File: src/rtl/i2c_master.sv
// Byte-level I2C master sequencer: START/STOP/WRITE/READ commands to open-drain SCL/SDA controls.
// Define I2C_CLOCK_STRETCH_EN to let a slave stretch SCL during the high phase.
module i2c_master #(
    parameter int unsigned CLK_DIV = 125
) (
    input  logic       clk,
    input  logic       reset,
    input  logic       cmd_valid,
    output logic       cmd_ready,
    input  logic [1:0] cmd,
    input  logic [7:0] cmd_data,
    input  logic       cmd_nack,
    output logic       rsp_valid,
    output logic [7:0] rsp_data,
    output logic       rsp_ack,
    output logic       busy,
    input  logic       scl_i,
    input  logic       sda_i,
    output logic       scl_o,
    output logic       sda_o
);

    typedef enum logic [1:0] {StIdle, StStart, StStop, StBit} state_e;

    localparam logic [1:0]  CmdStart = 2'd0;
    localparam logic [1:0]  CmdStop  = 2'd1;
    localparam logic [1:0]  CmdRead  = 2'd3;
    localparam logic [15:0] CntMax   = 16'(CLK_DIV - 1);

    state_e      state_q, state_d;
    logic [1:0]  phase_q, phase_d;
    logic [15:0] cnt_q, cnt_d;
    logic [3:0]  bit_q, bit_d;
    logic [7:0]  data_q, data_d;
    logic        nack_q, nack_d;
    logic        read_q, read_d;
    logic [7:0]  rx_q, rx_d;
    logic [7:0]  rdata_q, rdata_d;
    logic        ack_q, ack_d;
    logic        valid_q, valid_d;
    logic        ready_q, ready_d;
    logic        scl_q, scl_d;
    logic        sda_q, sda_d;
    logic [1:0]  sda_s_q;
    logic        sda_sync;
    logic        quarter_end;
    logic        stretch_hold;
    logic        advance;
    logic        out_bit;

    assign sda_sync    = sda_s_q[1];
    assign quarter_end = (cnt_q == CntMax);

`ifdef I2C_CLOCK_STRETCH_EN
    logic [1:0] scl_s_q;
    always_ff @(posedge clk) begin
        if (reset) scl_s_q <= 2'b11;
        else       scl_s_q <= {scl_s_q[0], scl_i};
    end
    // Freeze the start of the high phase until the slave lets SCL go high.
    assign stretch_hold = (state_q != StIdle) && (phase_q == 2'd1) && (cnt_q == 16'd0) &&
                          !scl_s_q[1];
`else
    logic unused_scl;
    assign unused_scl   = scl_i;
    assign stretch_hold = 1'b0;
`endif

    always_comb begin
        state_d = state_q;
        phase_d = phase_q;
        cnt_d   = cnt_q;
        bit_d   = bit_q;
        data_d  = data_q;
        nack_d  = nack_q;
        read_d  = read_q;
        rx_d    = rx_q;
        rdata_d = rdata_q;
        ack_d   = ack_q;
        valid_d = 1'b0;
        advance = 1'b0;
        if (state_q == StIdle) begin
            if (cmd_valid && ready_q) begin
                cnt_d   = 16'd0;
                phase_d = 2'd0;
                bit_d   = 4'd0;
                data_d  = cmd_data;
                nack_d  = cmd_nack;
                read_d  = (cmd == CmdRead);
                advance = 1'b1;
                unique case (cmd)
                    CmdStart: state_d = StStart;
                    CmdStop:  state_d = StStop;
                    default:  state_d = StBit;
                endcase
            end
        end else begin
            if (!stretch_hold) cnt_d = quarter_end ? 16'd0 : cnt_q + 16'd1;
            if (state_q == StBit && phase_q == 2'd2 && quarter_end) begin
                if (bit_q != 4'd8) rx_d = {rx_q[6:0], sda_sync};
                else if (!read_q)  ack_d = sda_sync;
            end
            if (quarter_end) begin
                phase_d = phase_q + 2'd1;
                advance = 1'b1;
                if (phase_q == 2'd3) begin
                    if (state_q == StBit && bit_q != 4'd8) begin
                        bit_d = bit_q + 4'd1;
                    end else begin
                        if (state_q == StBit && read_q) rdata_d = rx_q;
                        state_d = StIdle;
                        valid_d = 1'b1;
                        advance = 1'b0;
                    end
                end
            end
        end
    end

    // Line levels for the phase being entered; IDLE keeps whatever was last driven.
    always_comb begin
        if (bit_d == 4'd8) out_bit = read_d ? nack_d : 1'b1;
        else               out_bit = read_d ? 1'b1 : data_d[3'd7 - bit_d[2:0]];
        scl_d = scl_q;
        sda_d = sda_q;
        if (advance) begin
            unique case (state_d)
                StStart: begin
                    scl_d = (phase_d == 2'd1) || (phase_d == 2'd2);
                    sda_d = (phase_d == 2'd0) || (phase_d == 2'd1);
                end
                StStop: begin
                    scl_d = (phase_d != 2'd0);
                    sda_d = (phase_d == 2'd2) || (phase_d == 2'd3);
                end
                StBit: begin
                    scl_d = (phase_d == 2'd1) || (phase_d == 2'd2);
                    sda_d = out_bit;
                end
                default: ;
            endcase
        end
        ready_d = (state_d == StIdle);
    end

    always_ff @(posedge clk) begin
        if (reset) begin
            state_q <= StIdle;
            phase_q <= 2'd0;
            cnt_q   <= 16'd0;
            bit_q   <= 4'd0;
            data_q  <= 8'h00;
            nack_q  <= 1'b0;
            read_q  <= 1'b0;
            rx_q    <= 8'h00;
            rdata_q <= 8'h00;
            ack_q   <= 1'b1;
            valid_q <= 1'b0;
            ready_q <= 1'b0;
            scl_q   <= 1'b1;
            sda_q   <= 1'b1;
            sda_s_q <= 2'b11;
        end else begin
            state_q <= state_d;
            phase_q <= phase_d;
            cnt_q   <= cnt_d;
            bit_q   <= bit_d;
            data_q  <= data_d;
            nack_q  <= nack_d;
            read_q  <= read_d;
            rx_q    <= rx_d;
            rdata_q <= rdata_d;
            ack_q   <= ack_d;
            valid_q <= valid_d;
            ready_q <= ready_d;
            scl_q   <= scl_d;
            sda_q   <= sda_d;
            sda_s_q <= {sda_s_q[0], sda_i};
        end
    end

    assign cmd_ready = ready_q;
    assign busy      = (state_q != StIdle);
    assign rsp_valid = valid_q;
    assign rsp_data  = rdata_q;
    assign rsp_ack   = ack_q;
    assign scl_o     = scl_q;
    assign sda_o     = sda_q;

endmodule
File: config.mk
export PLATFORM = sky130hd
export DESIGN_NAME = i2c_master
export DESIGN_NICKNAME = d
export VERILOG_FILES = /design/src/rtl/i2c_master.sv
export SDC_FILE = /design/constraint.sdc
export NUM_CORES = 1
export LEC_CHECK = 0
export ABC_AREA = 0
export BUFFER_PORTS_ARGS = -buffer_cell sky130_fd_sc_hd__buf_2
export CORE_AREA = 2 2 81 83
export CTS_CLUSTER_SIZE = 20
export DETAILED_ROUTE_END_ITERATION = 8
export DIE_AREA = 0 0 83 85
export GPL_TIMING_DRIVEN = 1
export PLACE_DENSITY = 0.67
export SETUP_SLACK_MARGIN = 0.1
export SLEW_MARGIN = 20
export SYNTH_ARGS = -nofsm -noshare
export SYNTH_HDL_FRONTEND = slang
export SYNTH_SLANG_ARGS = --single-unit
File: constraint.sdc
create_clock -name clk -period 8.4 [get_ports clk]
set_input_delay 0 -clock clk [delete_from_list [all_inputs] [get_ports clk]]
set_output_delay 0 -clock clk [all_outputs]
set_load 0.01 [all_outputs]
==> impl_metrics.toml, run 1 <==
[finish]
layout_commonest_cell = "dfxtp_1"
num_antenna_cells = 0
drive_above_1_share_pct = 16.0
area_growth_pct = 14.6
nNetsFinal = 409
layoutNonFillerInstCount = 465
final_cell_mix = "57 x dfxtp_1, 45 x nand2_1, 40 x nor2_1, 28 x a21oi_1, 28 x buf_2"

[timing]
slew_viol_final = 0
fin_setup_tns_ps = 0
fin_crit_sh_pct = 41.5
timing.hold.ws_ps = 88.2
hold_viol_final = 0
setup_viol = 0
worst_slack_ps = 4920
worst_pin_slew_ps = 1040
rsz0062_at_grt = "false"
relSlewSlack_pct = 30.6
max_freq_mhz = 287
period_minus_slack_ps = 3480
skew_ps = 3.89

[setup_path]
path_max_fanout = 9
path_common_cell = "nand2_1"
crit_required_ps = 8630
crit_path_cell_trace = "and4_1, and2_1, nand4_1, nand2_1, nand2_1, a21oi_1, inv_1, ha_1, nor2_1, o21ai_0, a2111oi_0, o21bai_1"
startpoint_type = "register"
endpoint_kind = "register"
crit_slowest_cell = "dfxtp_1"
arrival_ps = 3710
slowest_delay_ps = 470
critical_path_class = "reg -> reg"

[grt]
first_global_vias = 2398
grt_overflow_total = 0
antenna_found_initial = 0
grt_first_pass_wirelength_mm = 11.2
track_usage_pct = 19.6
grt_max_degree = 58

[route]
drt_iter0_drc = 136
dr_total_vias = 2654
wire_per_inst_um = 14.5
first_pass_iters = 4
drt_wl_total_mm = 6.74
drc = 0
via_per_inst = 5.71
ant_nets = 0

[place]
pre_cts_ws_ps = 5000
gp_congestion = 0.861
dpl.hpwl_mm = 4.51
portBuffers = 28
place_inst = 439

[logic_synthesis]
synth_edf_count = 0
synth_area_per_cell_um2 = 8.45
synth_nets = 379
synthesis.area_um2 = 2980
synth_warnings = 0
synth-main-ff-cell = "dfxtp_1"
async_flop_share_pct = 0
ys_seq_elements = 57
yosysUniqueCellTypes = 61
netlist_instances = 353
ys_seq_area_share_pct = 38.3

[clock_network]
clk_pin_slew_ps = 70
htree_levels = 3
clock_latency_ps = 340
cts_resized = 0
cts_made_buffers = 9
cts_buffer_depth = 2
cts-root-buf = "clkbuf_8"
cts_tree = "yes"
clock-sinks = 57
cts_setup_buffers = 0

[power_and_ir_drop]
p_per_area_nw_per_um2 = 184
finalPower_mw = 0.628
max-vdd-ir-drop_v = 0.000166
p_leak_nw = 1.35

[floorplan]
core_um2 = 6200
dieArea_um2 = 7060
fp.dieW_um = 83
placementRows = 29
io_pins = 30
initial_core_util_pct = 48.1
die_h_um = 85

[status]
outcome = "finished clean"

[job]
maxCapViolations = 0

[hold_path]
min_path_type = "in -> reg"
-- what timing repair did --
item	CTS	global route
setup endpoints to repair	0	0
hold endpoints to repair	10	0
hold buffers	10	0
-- synth_stat cells, drive strengths merged (2+ instances only) --
master,n,share of area [%]
dfxtp,57,38
nand2,45,5.7
nor2,41,5.2
a21oi,29,5.0
mux2i,20,6.7
o21ai,17,2.9
clkbuf,14,2.1
inv,12,1.5
nor3,11,2.0
a311oi,10,2.9
a31oi,10,2.1
ha,10,4.2
and3,7,1.5
nand3,7,1.2
buf,5,1.5
nand4,4,1.3
nor2b,4,0.84
nor4,4,1.8
o31ai,4,1.0
nand3b,3,0.76
a211o,2,0.63
a2bb2oi,2,0.59
a41oi,2,0.59
and2,2,0.42
and4,2,0.59
nand2b,2,0.42
or2,2,0.42
-- sequential cells by signal, indices dropped and copies added (netlist names), 2 cells and up --
name / cells
bit_q: 4
cnt_q: 16
data_q: 8
phase_q: 2
rsp_data: 8
rx_q: 8
sda_s_q: 2
state_q: 2
-- cells by family (layout without fill, tap and decap cells) --
kind of cell / count (synthesis) / after routing / synth area share [%]
DFF: 57 / 57 / 38.3
and+or+nand+nor: 142 / 142 / 24.9
buffers and inverters: 33 / 68 / 5.66
muxes: 21 / 21 / 7.09
AOI/OAI and AO/OA: 90 / 90 / 19.9
adders and majority gates: 10 / 10 / 4.20
-- worst max-delay path: cells and delay by family, from the launching register on --
family / cells / cell delay (ps)
fa+ha+maj: 1 / 210
simple gates: 6 / 1570
buf+inv: 1 / 110
flops: 1 / 470
compound gates: 4 / 1010
-- per-layer routing --
metal  GRT usage [%]  up-vias  share of wire [%]
met5               0        -                  0
met4            6.26        0                1.2
met3            5.74        9                4.7
met2            31.5       52                 47
met1            25.5     1255                 47
li1                -     1338                  -
-- cell type report --
class                           instances  area (um2)
Clock inverter                          7        80.1
Clock buffer                            9         124
Inverter                               13        48.8
Multi-Input combinational cell        263        1680
Fill cell                             595        2790
Timing Repair Buffer                   39         248
Tap cell                               77        96.3
Sequential cell                        57        1140
-- report_power, final --
part | internal (mW) | switching [mW]
Clock | 0.139 | 0.122
Combinational | 0.0293 | 0.0504
Sequential | 0.278 | 0.00873
Total | 0.447 | 0.181
-- through the flow --
| step | cell area (um2) | util [%] |
|---|---|---|
| after floorplan | 2980 | - |
| after global placement | 3110 | 50.2 |
| after detailed placement | 3110 | 50.2 |
| after CTS | 3420 | 55.1 |
| after global routing | 3420 | 55.1 |
| final | 3420 | 55.1 |
-- worst paths after layout --
path              cells past startpoint         end  slack (ps)  startpoint
setup / recovery                     12       sda_o        4920    cnt_q[2]
hold reg to reg                       1  sda_s_q[1]         420  sda_s_q[0]
setup reg to reg                     12       sda_o        4920    cnt_q[2]
hold / removal                        5      read_q          90      cmd[0]
Note: power is estimated with default switching activity, not from simulation.
==> run 2, diff against run 1 <==
==> constraint.sdc (replaced) <==
create_clock -name clk -period 3.5 [get_ports clk]
set_input_delay 0 -clock clk [delete_from_list [all_inputs] [get_ports clk]]
set_output_delay 0 -clock clk [all_outputs]
set_load 0.01 [all_outputs]
==> run 2 against run 1 <==
Against the previous run:
- via count rose by 1.5%
- worst setup slack worse by 4400 ps
- combinational power grew to 2.5 times the previous value
- critical path depth did not move
- power is 150% higher
- non-clock buffer count is 8 higher
- worst hold slack better by 1.8 ps
==> impl_metrics.toml, run 2 (synthesis gave the netlist of run 1 again) <==
[hold_path]
min_path_type = "in -> reg"
hold_end = "read_q"
min_path_cells = 5
min_from = "cmd[0]"

[clock_network]
clock_latency_ps = 340
cts_buffer_depth = 2
cts_setup_buffers = 0
cts_tree = "yes"
clock-sinks = 57
cts_made_buffers = 9
htree_levels = 3
clk_pin_slew_ps = 70
cts-root-buf = "clkbuf_8"

[place]
place_inst = 447
dpl_cell_area_um2 = 3170
portBuffers = 28
gp_congestion = 0.844
dpl.hpwl_mm = 4.62
pre_cts_ws_ps = 617

[setup_path]
worstRegToRegCells = 12
critical_path_class = "reg -> reg"
slowest_delay_ps = 480
r2r_end = "sda_o"
cp_num_buf_inv = 1
startpoint_type = "register"
rrSetupSlack_ps = 550
crit_family = "simple AND/OR/NAND/NOR gates"
crit_slowest_cell = "dfxtp_1"
endpoint_kind = "register"
crit_path_cell_trace = "and4_1, and2_1, nand4_1, nand2_1, nand2_1, a21oi_1, inv_1, ha_1, nor2_1, o21ai_0, a2111oi_0, o21bai_1"
arrival_ps = 3170
path_common_cell = "nand2_1"
crit_required_ps = 3720
reg2reg_from = "cnt_q[2]"
path_max_fanout = 9
path_depth = 12

[route]
wire_per_inst_um = 14.4
drt_wl_total_mm = 6.81
dr_total_vias = 2693
drc = 0
via_per_inst = 5.69
first_pass_iters = 4
ant_nets = 0
drt_iter0_drc = 127

[finish]
largest_reg_flops = 16
top_register = "cnt_q"
nNetsFinal = 417
post-route-util_pct = 56.3
layoutNonFillerInstCount = 473
num_antenna_cells = 0
area_growth_pct = 17.1
fin_area_um2 = 3490
layout_commonest_cell = "dfxtp_1"
final_cell_mix = "57 x dfxtp_1, 45 x nand2_1, 40 x nor2_1, 28 x a21oi_1, 28 x buf_2"
drive_above_1_share_pct = 17.7
fillers = 577

[power_and_ir_drop]
switching_share_pct = 26.7
p_seq_share_pct = 44.1
switchingPower_mw = 0.417
p_per_area_nw_per_um2 = 448
finalPower_mw = 1.56
p_int_mw = 1.15
pwr-share-comb_pct = 12.9
max-vdd-ir-drop_v = 0.000333
clock_power_share_pct = 43.1
p_leak_nw = 1.40

[timing]
rsz0062_at_grt = "false"
timing.hold.ws_ps = 90.1
worst_slack_ps = 547
relSlewSlack_pct = 33.2
setup_viol = 0
slew_viol_final = 0
fin_crit_sh_pct = 84.4
max_freq_mhz = 339
worst_pin_slew_ps = 1000
fin_setup_tns_ps = 0
period_minus_slack_ps = 2950
hold_viol_final = 0
skew_ps = 9.11

[floorplan]
fp.dieW_um = 83
initial_core_util_pct = 48.1
core_um2 = 6200
dieArea_um2 = 7060
die_h_um = 85
io_pins = 30
placementRows = 29

[grt]
grt_max_degree = 58
grt_first_pass_wirelength_mm = 11.2
first_global_vias = 2476
track_usage_pct = 19.5
antenna_found_initial = 0
grt_overflow_total = 0

[job]
maxCapViolations = 0

[status]
outcome = "finished clean"
[run 2: what timing repair did]
item / CTS / global route
gates resized for setup: 0 / 0
endpoints found under the hold margin: 10 / 0
hold buffers: 10 / 0
[run 2: area by class of cell]
type	instances	area, um2	share of cell area (%)
repair buffers	47	308	8.82
clock inverters	7	95.1	2.72
clock buffers	9	124	3.55
flip-flops and latches	57	1140	32.7
multi-input cells	263	1680	48.1
well taps	77	96.3	2.76
inverters	13	48.8	1.40
[run 2: how the worst max path moves through the flow]
stage             start  endpoint  slack, ps
2_1_floorplan  cnt_q[2]     sda_o        740
3_3_place_gp   cnt_q[0]     sda_o        700
3_5_place_dp   cnt_q[2]     sda_o        620
4_1_cts        cnt_q[2]     sda_o        580
5_1_grt        cnt_q[2]     sda_o        320
6_report       cnt_q[2]     sda_o        550
[run 2: power by group through the flow]
stage | clock network (mW) | logic (mW) | registers, mW
floorplan | 0 | 0.138 | 0.698
global placement | 0 | 0.189 | 0.702
detailed placement | 0 | 0.191 | 0.703
CTS | 0.691 | 0.201 | 0.688
global route | 0.713 | 0.223 | 0.692
finish | 0.673 | 0.201 | 0.689
[run 2: metal layers]
layer	up-vias	wire, um	track usage (%)
li1	1350	-	-
met1	1289	3350	25.7
met2	49	3150	30.9
met3	5	250	5.16
met4	0	55	7.60
met5	-	0	0
[run 2: worst min-delay path, delay by kind of cell]
kind	cells	cell delay (ps)
simple gates	3	230
compound gates	1	60
buf+inv	1	100
